File: config.mk
export PLATFORM = sky130hd
export DESIGN_NAME = add_operand_loader
export DESIGN_NICKNAME = d
export VERILOG_FILES = /design/src/rtl/add_operand_loader.sv
export SDC_FILE = /design/constraint.sdc
export NUM_CORES = 1
export LEC_CHECK = 0
export CAP_MARGIN = 20
export CORE_ASPECT_RATIO = 0.6
export CORE_UTILIZATION = 30
export CTS_CLUSTER_DIAMETER = 40
export DETAILED_ROUTE_END_ITERATION = 7
export PLACE_DENSITY = 0.53
export SLEW_MARGIN = 40
export SYNTH_ARGS = -nofsm -noshare
export SYNTH_HDL_FRONTEND = slang
export SYNTH_SLANG_ARGS = --single-unit
File: constraint.sdc
create_clock -name clk -period 1.9 [get_ports clk]
set_clock_uncertainty 0.1 [all_clocks]
set_input_delay 0.285 -clock clk [delete_from_list [all_inputs] [get_ports clk]]
set_output_delay 0.285 -clock clk [all_outputs]
set_load 0.02 [all_outputs]
File: src/rtl/add_operand_loader.sv
// add_operand_loader
//   Feeds a registered WIDTH-bit adder. Operand bytes arrive little-endian over
//   a valid/ready link. Operand A is assembled first, then operand B, in shadow
//   registers. Both operands are committed to A/B on the edge that accepts the
//   last B byte. en then pulses for one cycle so the adder registers A+B.
//
// Ports
//   clk        rising-edge clock
//   rst_n      asynchronous active-low reset
//   din        operand byte
//   din_valid  din holds a byte
//   din_ready  byte can be accepted this cycle (low only while issuing)
//   clr        synchronous abort of a partial frame
//   A, B       committed operands (WIDTH bits each)
//   en         one-cycle issue strobe to the adder
//   busy       frame in progress or issuing
//   op_cnt     number of issued operations, modulo 256
module add_operand_loader #(
  parameter int WIDTH = 15
) (
  input  logic             clk,
  input  logic             rst_n,
  input  logic [7:0]       din,
  input  logic             din_valid,
  output logic             din_ready,
  input  logic             clr,
  output logic [WIDTH-1:0] A,
  output logic [WIDTH-1:0] B,
  output logic             en,
  output logic             busy,
  output logic [7:0]       op_cnt
);

  localparam int NBYTES = (WIDTH + 7) / 8;
  localparam logic [1:0] LAST_IDX = 2'(NBYTES - 1);

  typedef enum logic [1:0] {
    S_IDLE,
    S_LOAD_A,
    S_LOAD_B,
    S_ISSUE
  } state_t;

  state_t           r_state;
  state_t           w_state_next;
  logic [1:0]       r_idx;
  logic [WIDTH-1:0] r_sh_a;
  logic [WIDTH-1:0] r_sh_b;
  logic [WIDTH-1:0] r_a;
  logic [WIDTH-1:0] r_b;
  logic [7:0]       r_op_cnt;

  logic             w_ready;
  logic             w_xfer;
  logic             w_last;
  logic             w_wr_a;
  logic             w_wr_b;
  logic [WIDTH-1:0] w_sh_a_new;
  logic [WIDTH-1:0] w_sh_b_new;

  assign w_ready = (r_state != S_ISSUE);
  assign w_xfer  = din_valid && w_ready;
  assign w_last  = (r_idx == LAST_IDX);
  // IDLE accepts byte 0 of A, so it writes the A shadow like LOAD_A.
  assign w_wr_a  = (r_state == S_IDLE) || (r_state == S_LOAD_A);
  assign w_wr_b  = (r_state == S_LOAD_B);

  // Byte lanes of the shadows. The top lane is narrower when WIDTH is not a
  // multiple of 8; the excess din bits are simply dropped.
  genvar gi;
  generate
    for (gi = 0; gi < NBYTES; gi++) begin : g_lane
      localparam int LW = ((WIDTH - 8 * gi) < 8) ? (WIDTH - 8 * gi) : 8;
      logic w_sel;
      assign w_sel = (r_idx == 2'(gi));
      assign w_sh_a_new[8*gi +: LW] = (w_wr_a && w_sel) ? din[LW-1:0] : r_sh_a[8*gi +: LW];
      assign w_sh_b_new[8*gi +: LW] = (w_wr_b && w_sel) ? din[LW-1:0] : r_sh_b[8*gi +: LW];
    end
  endgenerate

  always_comb begin
    w_state_next = r_state;
    case (r_state)
      S_IDLE: begin
        if (clr)         w_state_next = S_IDLE;
        else if (w_xfer) w_state_next = (NBYTES == 1) ? S_LOAD_B : S_LOAD_A;
      end
      S_LOAD_A: begin
        if (clr)                   w_state_next = S_IDLE;
        else if (w_xfer && w_last) w_state_next = S_LOAD_B;
      end
      S_LOAD_B: begin
        if (clr)                   w_state_next = S_IDLE;
        else if (w_xfer && w_last) w_state_next = S_ISSUE;
      end
      S_ISSUE: w_state_next = S_IDLE;
      default: w_state_next = S_IDLE;
    endcase
  end

  always_ff @(posedge clk or negedge rst_n) begin
    if (!rst_n) r_state <= S_IDLE;
    else        r_state <= w_state_next;
  end

  always_ff @(posedge clk or negedge rst_n) begin
    if (!rst_n) begin
      r_idx    <= '0;
      r_sh_a   <= '0;
      r_sh_b   <= '0;
      r_a      <= '0;
      r_b      <= '0;
      r_op_cnt <= '0;
    end else if (r_state == S_ISSUE) begin
      // Commit already happened; clr cannot cancel an issued operation.
      r_op_cnt <= r_op_cnt + 8'd1;
      r_idx    <= '0;
    end else if (clr) begin
      r_idx  <= '0;
      r_sh_a <= '0;
      r_sh_b <= '0;
    end else if (w_xfer) begin
      r_sh_a <= w_sh_a_new;
      r_sh_b <= w_sh_b_new;
      r_idx  <= w_last ? 2'd0 : r_idx + 2'd1;
      // Final B byte: B takes the shadow including the byte arriving now.
      if (w_wr_b && w_last) begin
        r_a <= r_sh_a;
        r_b <= w_sh_b_new;
      end
    end
  end

  assign din_ready = w_ready;
  assign en        = (r_state == S_ISSUE);
  assign busy      = (r_state != S_IDLE);
  assign A         = r_a;
  assign B         = r_b;
  assign op_cnt    = r_op_cnt;

endmodule
== Word-level counts from Yosys, hierarchy flattened ==
Index checks and enable logic that the tools add are counted.
Word-level totals
  register bits: 72
  input port bits: 12
Operators by class
  $add $sub $neg: 2
  eq/ne operators: 8
  multiplexer cells: 19
  bitwise logic cells: 2
  reductions and logical operators: 19
Operators with widths (count)
  $mux 15: 4
  $mux 2: 10
  $mux 8: 2
  $mux 7: 2
  $reduce_and 3->1: 3
  $add 8x1->8 const B: 1
  $pmux 2 s4: 1
  $reduce_bool 2->1: 4
  $logic_and 1x1->1: 6
  $ne 3x2->1 const B: 2
  $eq 2x1->1 const B: 2
  $eq 2x2->1 const B: 2
  $logic_not 2->1: 2
  $reduce_and 4->1: 1
  $ne 3x3->1 const B: 1
  $reduce_bool 3->1: 1
  $add 2x1->2 const B: 1
  $ne 2x2->1 const B: 1
  $not 1->1: 2
  $reduce_and 2->1: 1
  $logic_or 1x1->1: 1

== Longest topological paths before layout ==
  word-level depth: 6
  mapped depth: 6
  gate-level depth less buffers: 4

== Worst setup path after synthesis ==
Ideal clock, no wire load.
  kind: register -> register
  start point: register r_idx[0]
  end point: register r_a[5] (netlist: A[5])
  arrival time: 1.324 ns
  required time: 1.675 ns
  path slack: 0.351 ns
  stages on the path, launching flop included: 7
  buffers on the path: 3
  cell sequence: dfrtp_1 buf_6 and4b_1 buf_6 and2_1 buf_6 mux2_4
Between the ends
  longest elaborated chain between the ends: 3
Ends and longest elaborated chain
  start: declaration: RTL line 46  | logic [1:0] r_idx;
  start signal: assignment: RTL line 125  | r_idx <= w_last ? 2'd0 : r_idx + 2'd1;
  $eq 2x1->1: RTL line 63  | assign w_last = (r_idx == LAST_IDX);
  $logic_and 1x1->1: RTL line 127  | if (w_wr_b && w_last) begin
  $reduce_and 4->1 (no source line)
  end signal: assignment: RTL line 128  | r_a <= r_sh_a;
  end: declaration: RTL line 49  | logic [WIDTH-1:0] r_a;
No other way between the ends.
A chain may end at the register's enable or synchronous reset.

== Worst setup path in the final report ==
  start point: register r_state[1]
  end point: output port din_ready
Between the ends
  longest elaborated chain between the ends: 1
Ends and longest elaborated chain
  start: declaration: RTL line 44  | state_t r_state;
  start signal: assignment: RTL line 103  | else r_state <= w_state_next;
  $ne 2x2->1: RTL line 61  | assign w_ready = (r_state != S_ISSUE);
  end: declaration: RTL line 25  | output logic din_ready,
No other way between the ends.

==> summary.txt <==
Outcome
  • Run status: finished, final reports clean

Finish
  • Inserted Diodes: 0
  • Core Util, Final: 41.9%
  • Area delta synth->final: 31.3%
  • Layout cell share with drive strength beyond 1: 24.2%
  • Final std cells w/o fill: 423
  • Fillers: 885
  • Storage cell area: 1630 um2
  • Net count, final: 303
  • Multi-input gate area: 1240 um2

GRT
  • Initial antenna violation count: 0
  • First-pass GRT wire length: 11400 um
  • Overflow after GRT: 0
  • GRT Resource Usage Total: 14.6%
  • Number of global-route vias before repair: 2034
  • Largest net degree at the start of global routing: 66

Floorplan
  • Row Count: 27
  • Core area: 9460 um2
  • Die span in y: 79.8 um
  • Total Die Area: 10500 um2
  • Ports: 53
  • Initial Util: 32.0%
  • Die width: 132 um

Route
  • Wire per inst: 15.8 um
  • DR vias: 1973
  • Post-route antenna net violation count: 0
  • DRT iter0 DRCs: 45
  • Vias per cell: 4.66
  • Drt first pass iters: 4
  • DRC errors left: 0
  • Post-Route WL: 6690 um

STA
  • Max frequency: 0.561 GHz
  • # setup viols final: 0
  • Final min period: 1.78 ns
  • Final Hold Viols: 0
  • Worst Tran Pin Value: 0.739 ns
  • RSZ-0062 raised after global routing: no
  • Relative slew slack: 50.8%
  • Fin crit share: 93.8%
  • Final Max Tran Viols: 0
  • TNS Setup: 0 ns

Setup path
  • Max stage delay cell, worst path: dfrtp_1
  • Worst setup SP type: flop
  • Worst EP required: 1.51 ns
  • CP Class: flop to output pin
  • WP data arrival: 1.40 ns
  • Critical Path Fanout Max: 5
  • Crit end category: output pin
  • Worst path max stage delay: 0.42 ns
  • Critical-path cell list: and2_1, inv_1, dlygate4sd2_1

Synth
  • Synth warn: 0
  • Yosys reg bits: 65
  • Mapped cell area: 3020 um2
  • Yosys top cell area share: 53.8%
  • Most area-hungry cell type in the Yosys netlist: dfrtp_1
  • Number of flops mapped to enable cells by yosys: 0
  • Mapped Nets: 241
  • Post-synthesis sequential area ratio: 53.8%
  • Main flop type after synthesis: dfrtp_1
  • Syn Area/Cell: 13.3 um2
  • Async set-reset flop share out of synthesis: 100%
  • Top post-synthesis cells by area: dfrtp_1 54%, mux2_4 11%, mux2i_1 5.0%, o41ai_2 3.8%, nand2_1 3.2%
  • Synth Instances: 228
  • Synth unique cells: 37

Clock network
  • Htree depth: 3
  • Post-CTS Setup Bufs: 0
  • CTS clk-pin slew, worst paths: 0.05 ns
  • Num CTS Buffers: 9
  • Clk buf depth: 2
  • CTS tree: yes
  • CTS sink cnt: 65
  • Worst-Skew Late Latency: 0.33 ns
  • Root Driver: clkbuf_16

Placed design
  • Cell total after placement: 408
  • Port Buffer Count: 52
  • Hpwl dp: 4580 um
  • Gpl congestion: 0.792

Pwr
  • Max VDD drop: 0.428 mV
  • Power per cell area: 830 nW/um2
  • Leakage: 1.87 nW

Min path
  • Hold Crit Class: flop to flop

Run
  • MaxCap Viol Count: 0
[cell usage after synthesis, types with 2 or more instances]
library cell / count
dfrtp_1: 65
nand2_1: 26
mux2_4: 22
o21ai_0: 16
mux2i_1: 15
inv_1: 9
a22o_1: 8
buf_2: 8
mux2_2: 8
xnor2_1: 8
o41ai_2: 7
nand4_1: 4
buf_6: 3
clkbuf_1: 3
and2_1: 2
and3_1: 2
buf_12: 2
[metrics by stage]
| stage | setup WS, ns | hold slack [ns] | total power, mW | area, um2 |
|---|---|---|---|---|
| after global routing | 0.0442 | 0.395 | 3.45 | 3970 |
| after floorplan | 0.351 | -0.111 | 1.68 | 3020 |
| after CTS | 0.0921 | 0.373 | 3.35 | 3970 |
| final | 0.119 | 0.366 | 3.29 | 3970 |
| after global placement | -0.0592 | 0.232 | 1.85 | 3700 |
| after detailed placement | -0.121 | 0.234 | 1.86 | 3700 |
[layout make-up]
type	instances	share of cell area, %
Sequential cell	65	41.0
Clock inverter	3	0.473
Clock buffer	11	6.12
Timing Repair Buffer	68	16.3
Multi-Input combinational cell	137	31.2
Inverter	9	0.851
Tap cell	130	4.10
[layer usage]
layer,part of all wire (%),vias to the layer above,track usage [%]
li1,-,933,-
met1,54,974,20.8
met2,39,58,19.4
met3,5.6,8,5.71
met4,1.0,0,5.58
met5,0,-,0
[flip-flops by register name (all words and copies together), names as in the netlist]
| register | flops |
|---|---|
| r_sh_b | 8 |
| r_idx | 2 |
| r_state | 2 |
| B | 15 |
| r_sh_a | 15 |
| op_cnt | 8 |
| A | 15 |
[placed cells by master, fill, tap and decap left out, drive strengths merged, types with 4 or more instances in the layout]
cell	Yosys	routed
nand2	27	27
o21ai	16	16
clkbuf	3	11
xnor2	8	8
dfrtp	65	65
o41ai	7	7
buf	14	16
mux2i	15	15
inv	9	9
clkdlybuf4s50	0	48
nand4	4	4
a22o	8	8
mux2	30	30
[path summary, 6_finish.rpt]
check                           startpoint         to  slack [ns]  depth (start not counted)
max in group asynchronous            rst_n  op_cnt[6]        0.99                          3
worst max register to register  r_state[1]       B[8]        0.14                          4
worst min-delay path             op_cnt[7]  op_cnt[7]        0.37                          1
worst max-delay path            r_state[1]  din_ready        0.12                          3
worst min register to register   op_cnt[7]  op_cnt[7]        0.37                          1
min in group asynchronous            rst_n       A[9]        0.39                          3
[power by group]
part	total [mW]	internal, mW	switching (mW)
logic	0.344	0.160	0.184
clock network	1.47	0.899	0.566
registers	1.48	1.44	0.0480
total	3.29	2.50	0.798
[cell families (layout without fill, tap and decap cells)]
group | Yosys count | after routing | share of synthesized area [%]
adder cells (fa/ha/maj) | 1 | 1 | 0.414
multiplexers | 45 | 45 | 18.9
buffers and inverters | 26 | 91 | 5.50
AND/OR/NAND/NOR | 47 | 47 | 9.06
AO/OA/AOI/OAI | 36 | 36 | 10.0
flip-flops | 65 | 65 | 53.8
XOR/XNOR | 8 | 8 | 2.32
[critical path, delay by kind of cell (launching register included)]
kind / cells / cell delay (ns)
buffers and inverters: 2 / 0.42
flip-flops: 1 / 0.42
AND/OR/NAND/NOR: 1 / 0.22
[repair_timing]
item	4_1_cts	5_1_grt
hold buffers	1	0
resized for setup	3	0
endpoints found under the setup margin	3	0
endpoints found under the hold margin	65	0
Power figures use the tool's default switching activity.
